===== config.mk =====
export PLATFORM = sky130hd
export DESIGN_NAME = alu_result_stage
export DESIGN_NICKNAME = d
export VERILOG_FILES = /design/src/rtl/alu_result_stage.sv
export SDC_FILE = /design/constraint.sdc
export NUM_CORES = 1
export LEC_CHECK = 0
export BUFFER_PORTS_ARGS = -buffer_cell sky130_fd_sc_hd__buf_2
export CORE_ASPECT_RATIO = 0.75
export CORE_MARGIN = 2
export CORE_UTILIZATION = 45
export DETAILED_ROUTE_END_ITERATION = 8
export HOLD_SLACK_MARGIN = 0.1
export PLACE_DENSITY_LB_ADDON = 0.2
export SYNTH_ARGS = -nofsm -noshare
export SYNTH_HDL_FRONTEND = slang
export SYNTH_SLANG_ARGS = --single-unit

===== constraint.sdc =====
create_clock -name clk -period 1.7 [get_ports clk]
set_input_delay 0 -clock clk [delete_from_list [all_inputs] [get_ports clk]]
set_output_delay 0 -clock clk [all_outputs]
set_load 0.01 [all_outputs]

===== src/rtl/alu_result_stage.sv =====
// Registered result stage behind the 4-bit adder: derives C/V/N/Z, buffers result+flags
// in a small valid/ready FIFO, and counts accepted overflow results (saturating).
module alu_result_stage #(
  parameter int unsigned WIDTH = 4,
  parameter int unsigned DEPTH = 2,
  parameter int unsigned CNT_W = 8
) (
  input  logic             clk,
  input  logic             rst,
  input  logic             in_valid,
  output logic             in_ready,
  input  logic [WIDTH-1:0] in_result,
  input  logic             in_co,
  input  logic             in_a_msb,
  input  logic             in_b_msb,
  input  logic             in_sub,
  output logic             out_valid,
  input  logic             out_ready,
  output logic [WIDTH-1:0] out_result,
  output logic [3:0]       out_flags,
  output logic [CNT_W-1:0] ov_count,
  input  logic             ov_clear
);

  localparam int unsigned PTR_W = (DEPTH > 1) ? $clog2(DEPTH) : 1;
  localparam int unsigned ENT_W = WIDTH + 4;
  localparam logic [PTR_W:0]   CountFull = DEPTH[PTR_W:0];
  localparam logic [PTR_W-1:0] LastPtr   = PTR_W'(DEPTH - 1);

  logic [ENT_W-1:0] r_mem [DEPTH];
  logic [PTR_W-1:0] r_rd_ptr;
  logic [PTR_W-1:0] r_wr_ptr;
  logic [PTR_W:0]   r_count;
  logic [CNT_W-1:0] r_ov_count;

  logic             w_push;
  logic             w_pop;
  logic             w_b_eff;
  logic             w_c;
  logic             w_v;
  logic             w_n;
  logic             w_z;
  logic [ENT_W-1:0] w_entry;
  logic [ENT_W-1:0] w_head;
  logic             w_ov_sat;

  function automatic logic [PTR_W-1:0] ptr_inc(input logic [PTR_W-1:0] p);
    return (p == LastPtr) ? '0 : p + 1'b1;
  endfunction

  // Subtract feeds ~b into the adder, so the effective operand sign is b_msb ^ sub.
  assign w_b_eff = in_b_msb ^ in_sub;
  assign w_c     = in_co;
  assign w_n     = in_result[WIDTH-1];
  assign w_v     = (in_a_msb ^ w_n) & (w_b_eff ^ w_n);
  assign w_z     = (in_result == '0);
  assign w_entry = {in_result, w_c, w_v, w_n, w_z};

  // Handshake status comes only from registered occupancy.
  assign in_ready  = (r_count != CountFull);
  assign out_valid = (r_count != '0);
  assign w_push    = in_valid & in_ready;
  assign w_pop     = out_valid & out_ready;
  assign w_ov_sat  = (r_ov_count == '1);

  assign w_head     = r_mem[r_rd_ptr];
  assign out_result = w_head[ENT_W-1:4];
  assign out_flags  = w_head[3:0];
  assign ov_count   = r_ov_count;

  always_ff @(posedge clk) begin
    if (rst) begin
      r_rd_ptr   <= '0;
      r_wr_ptr   <= '0;
      r_count    <= '0;
      r_ov_count <= '0;
      for (int unsigned i = 0; i < DEPTH; i++) begin
        r_mem[i] <= '0;
      end
    end else begin
      if (w_push) begin
        r_mem[r_wr_ptr] <= w_entry;
        r_wr_ptr        <= ptr_inc(r_wr_ptr);
      end
      if (w_pop) begin
        r_rd_ptr <= ptr_inc(r_rd_ptr);
      end
      case ({w_push, w_pop})
        2'b10:   r_count <= r_count + 1'b1;
        2'b01:   r_count <= r_count - 1'b1;
        default: r_count <= r_count;
      endcase
      if (ov_clear) begin
        r_ov_count <= '0;
      end else if (w_push && w_v && !w_ov_sat) begin
        r_ov_count <= r_ov_count + 1'b1;
      end
    end
  end

endmodule

==> flow_metrics.env <==
export IMPL_min_period_ns=1.68
export IMPL_synthTopCellsByArea="edfxtp_1 (32%), dfxtp_1 (20%), mux2_2 (5.9%)"
export IMPL_rows=17
export IMPL_pwr_share_seq=0.473
export IMPL_synth_async_reset_ratio=0
export IMPL_syn_area_per_cell_sq_um=11.0
export IMPL_synth_edf_count=14
export IMPL_ys_flop_type="edfxtp_1"
export IMPL_cts_sinks=27
export IMPL_nFillCells=251
export IMPL_gr_total_overflow=0
export IMPL_path_cells="or2_2 > and2_4 > ha_2 > xnor2_1 > or3_1 > a21oi_1"
export IMPL_antenna_left=0
export IMPL_cp_slowest_stage_delay_ns=0.37
export IMPL_r2r_slack_ns=0.02
export IMPL_hold_path_class="input pin to flip-flop"
export IMPL_path_buf_inv=0
export IMPL_regArea_sq_um=686
export IMPL_drtPass1Iterations=4
export IMPL_route_detailed_drc=0
export IMPL_clockBufferDepth=2
export IMPL_maxCapViolCount=0
export IMPL_p_leak_nw=0.670
export IMPL_switching_share=0.302
export IMPL_final_setup_viol_count=0
export IMPL_die_area_sq_um=3400
export IMPL_power_internal_w=0.00131
export IMPL_skew_ns=0.00493
export IMPL_crit_family="simple AND/OR/NAND/NOR gates"
export IMPL_die_height_microns=51.0
export IMPL_hold_start="out_ready"
export IMPL_crit_reg2reg_launch="r_count[1]"
export IMPL_timing_hold_ws_ns=0.122
export IMPL_gr_usage_met3=0.0573
export IMPL_power_frac_clock=0.190
export IMPL_multi_input_area_sq_um=617
export IMPL_antenna_found_initial=0
export IMPL_htreeDepth=1
export IMPL_cp_startpoint="r_count[1]"
export IMPL_drive_gt1_frac=0.350
export IMPL_fmax_mhz=594
export IMPL_fin_crit_sh=0.990
export IMPL_hpwl_mm=2.01
export IMPL_initial_core_util=0.461
export IMPL_coreArea_sq_um=2870
export IMPL_cts_tree="done"
export IMPL_syn_inst=121
export IMPL_synth_top_area_cell="edfxtp_1"
export IMPL_final_common_cell="buf_2"
export IMPL_critPathKind="flip-flop to flip-flop"
export IMPL_cts_buffers=3
export IMPL_ys_ff_latch=27
export IMPL_power_w=0.00188
export IMPL_p_per_area_nw_per_um2=1110
export IMPL_r2r_cells=6
export IMPL_clock_latency_ns=0.27
export IMPL_hold_path_depth=4
export IMPL_synth_distinct_cells=36
export IMPL_worst_setup_path_start_kind="flip-flop"
export IMPL_pwr_share_comb=0.337
export IMPL_portBuffers=30
export IMPL_status="completed"
export IMPL_p_sw_w=0.000568
export IMPL_yosys_warnings=0
export IMPL_ir_drop_uv=680
export IMPL_io_pin_count=31
export IMPL_finish_net_count=179
export IMPL_dp_slack_ns=-0.0448
export IMPL_arrival_ns=1.88
export IMPL_yosysTopAreaCellShare=0.317
export IMPL_cts_root_buf="clkbuf_8"
export IMPL_rsz0062_at_grt="true"
export IMPL_finalWeightedCongestion=0.792
export IMPL_first_iter_violations=65
export IMPL_crit_fanout=4
export IMPL_routedWlPerCell_microns=13.6
export IMPL_maxSlewViolCount=0
export IMPL_worst_pin_slew_ns=0.545
export IMPL_grt_pass1_vias=1000
export IMPL_grtUsageMet1=0.238
export IMPL_r2r_end="r_count[1]"
export IMPL_die_w_microns=66.7
export IMPL_wl_mm=2.74
export IMPL_syn2layout_area_growth_pct=27.6
export IMPL_end_kind="flip-flop"
export IMPL_final_cell_mix="buf_2 (30), edfxtp_1 (14), and2_1 (11), dfxtp_1 (11), nand2_1 (8)"
export IMPL_fin_ws_ns=0.0166
export IMPL_grt_pass1_wl_mm=4.55
export IMPL_grt_max_degree=16
export IMPL_fin_util=0.589
export IMPL_track_usage=0.180
export IMPL_viasPerCell=5.23
export IMPL_ys_seq_area_frac=0.514
export IMPL_synthesis_nets=136
export IMPL_vias=1052
export IMPL_crit_path_top_delay_cell="dfxtp_4"
export IMPL_slew_headroom=0.634
export IMPL_antenna_cells=0
export IMPL_hold_viol=0
export IMPL_cts_clk_slew_worst_paths_ns=0.08
export IMPL_top_usage_layer="met2"
export IMPL_use_met2=0.285
export IMPL_crit_required_ns=1.90
export IMPL_synth_area_sq_um=1330
==> worst max path at each step <==
stage                      end  slack (ns)  depth (start not counted)
floorplan           r_count[1]       0.003                          7
global placement    r_count[1]        0.08                          5
detailed placement  r_count[1]       -0.04                          6
CTS                 r_count[1]       0.001                          6
global route        r_count[1]       -0.04                          6
finish              r_count[1]        0.02                          6
==> cell type report <==
cell class,count,share of cell area
Multi-Input combinational cell,85,0.365
Inverter,4,0.0104
Clock buffer,4,0.0266
Sequential cell,27,0.406
Tap cell,38,0.0281
Timing Repair Buffer,43,0.164
==> layer usage <==
| metal | vias to the layer above | wire length, microns | share of wire |
|---|---|---|---|
| met5 | - | 0 | 0 |
| met4 | 0 | 26 | 0.0095 |
| met3 | 2 | 142 | 0.052 |
| met2 | 25 | 1260 | 0.46 |
| met1 | 499 | 1310 | 0.48 |
| li1 | 526 | - | - |
==> worst reg2reg max path, stage by stage, from the launching register on <==
cell and delay (ns):
dfxtp_4 0.37, or2_2 0.31, and2_4 0.17, ha_2 0.17, xnor2_1 0.13, or3_1 0.33, a21oi_1 0.14
==> logic make-up (layout without fill, tap and decap cells) <==
logic type	Yosys count	in the layout	share of synthesized area
DFF	27	27	0.514
adders and majority gates	2	2	0.0189
muxes	13	13	0.109
AOI/OAI and AO/OA	14	14	0.0680
xor gates and xnor gates	5	5	0.0330
buffers and inverters	9	51	0.0349
and+or+nand+nor	51	51	0.223
==> Yosys cell counts (2+ instances only) <==
| cell type | number |
|---|---|
| edfxtp_1 | 14 |
| dfxtp_1 | 13 |
| and2_1 | 12 |
| nand2_1 | 8 |
| mux2_2 | 7 |
| nor4_1 | 6 |
| a21oi_1 | 5 |
| mux2i_1 | 5 |
| nor2_1 | 5 |
| or4_1 | 4 |
| xnor2_1 | 4 |
| inv_1 | 3 |
| nand2b_1 | 3 |
| o31ai_1 | 3 |
| or3_1 | 3 |
| clkbuf_1 | 2 |
| ha_1 | 2 |
| nor3_1 | 2 |
| o21ai_0 | 2 |
| or2_2 | 2 |
==> per-stage QoR <==
| step | setup TNS (ns) | cell area [sq um] | std cells |
|---|---|---|---|
| 4_1_cts | 0 | 1680 | 201 |
| 2_1_floorplan | 0 | 1340 | 121 |
| 6_report | 0 | 1690 | 201 |
| 3_5_place_dp | -0.0448 | 1560 | 190 |
| 3_3_place_gp | 0 | 1560 | 190 |
| 5_1_grt | -0.0444 | 1690 | 201 |
==> power by group through the flow <==
stage / clock (W) / sequential [W] / combinational [W]
3_3_place_gp: 0 / 0.000886 / 0.000579
2_1_floorplan: 0 / 0.000855 / 0.000428
3_5_place_dp: 0 / 0.000898 / 0.000605
6_report: 0.000358 / 0.000888 / 0.000632
4_1_cts: 0.000365 / 0.000889 / 0.000638
5_1_grt: 0.000392 / 0.000901 / 0.000685
==> state kept, by name (all words and copies together), names as in the netlist, named ones only <==
signal	count
r_rd_ptr	1
r_count	2
ov_count	8
r_wr_ptr	1
r_mem	14
==> repair_timing <==
| action | 4_1_cts | 5_1_grt |
|---|---|---|
| endpoints found under the hold margin | 16 | 0 |
| setup buffers | 0 | 0 |
| gates resized for setup | 5 | 1 |
| setup endpoints to repair | 1 | 2 |
| hold buffers | 7 | 0 |
No activity file was read; power rests on OpenSTA's default activity.
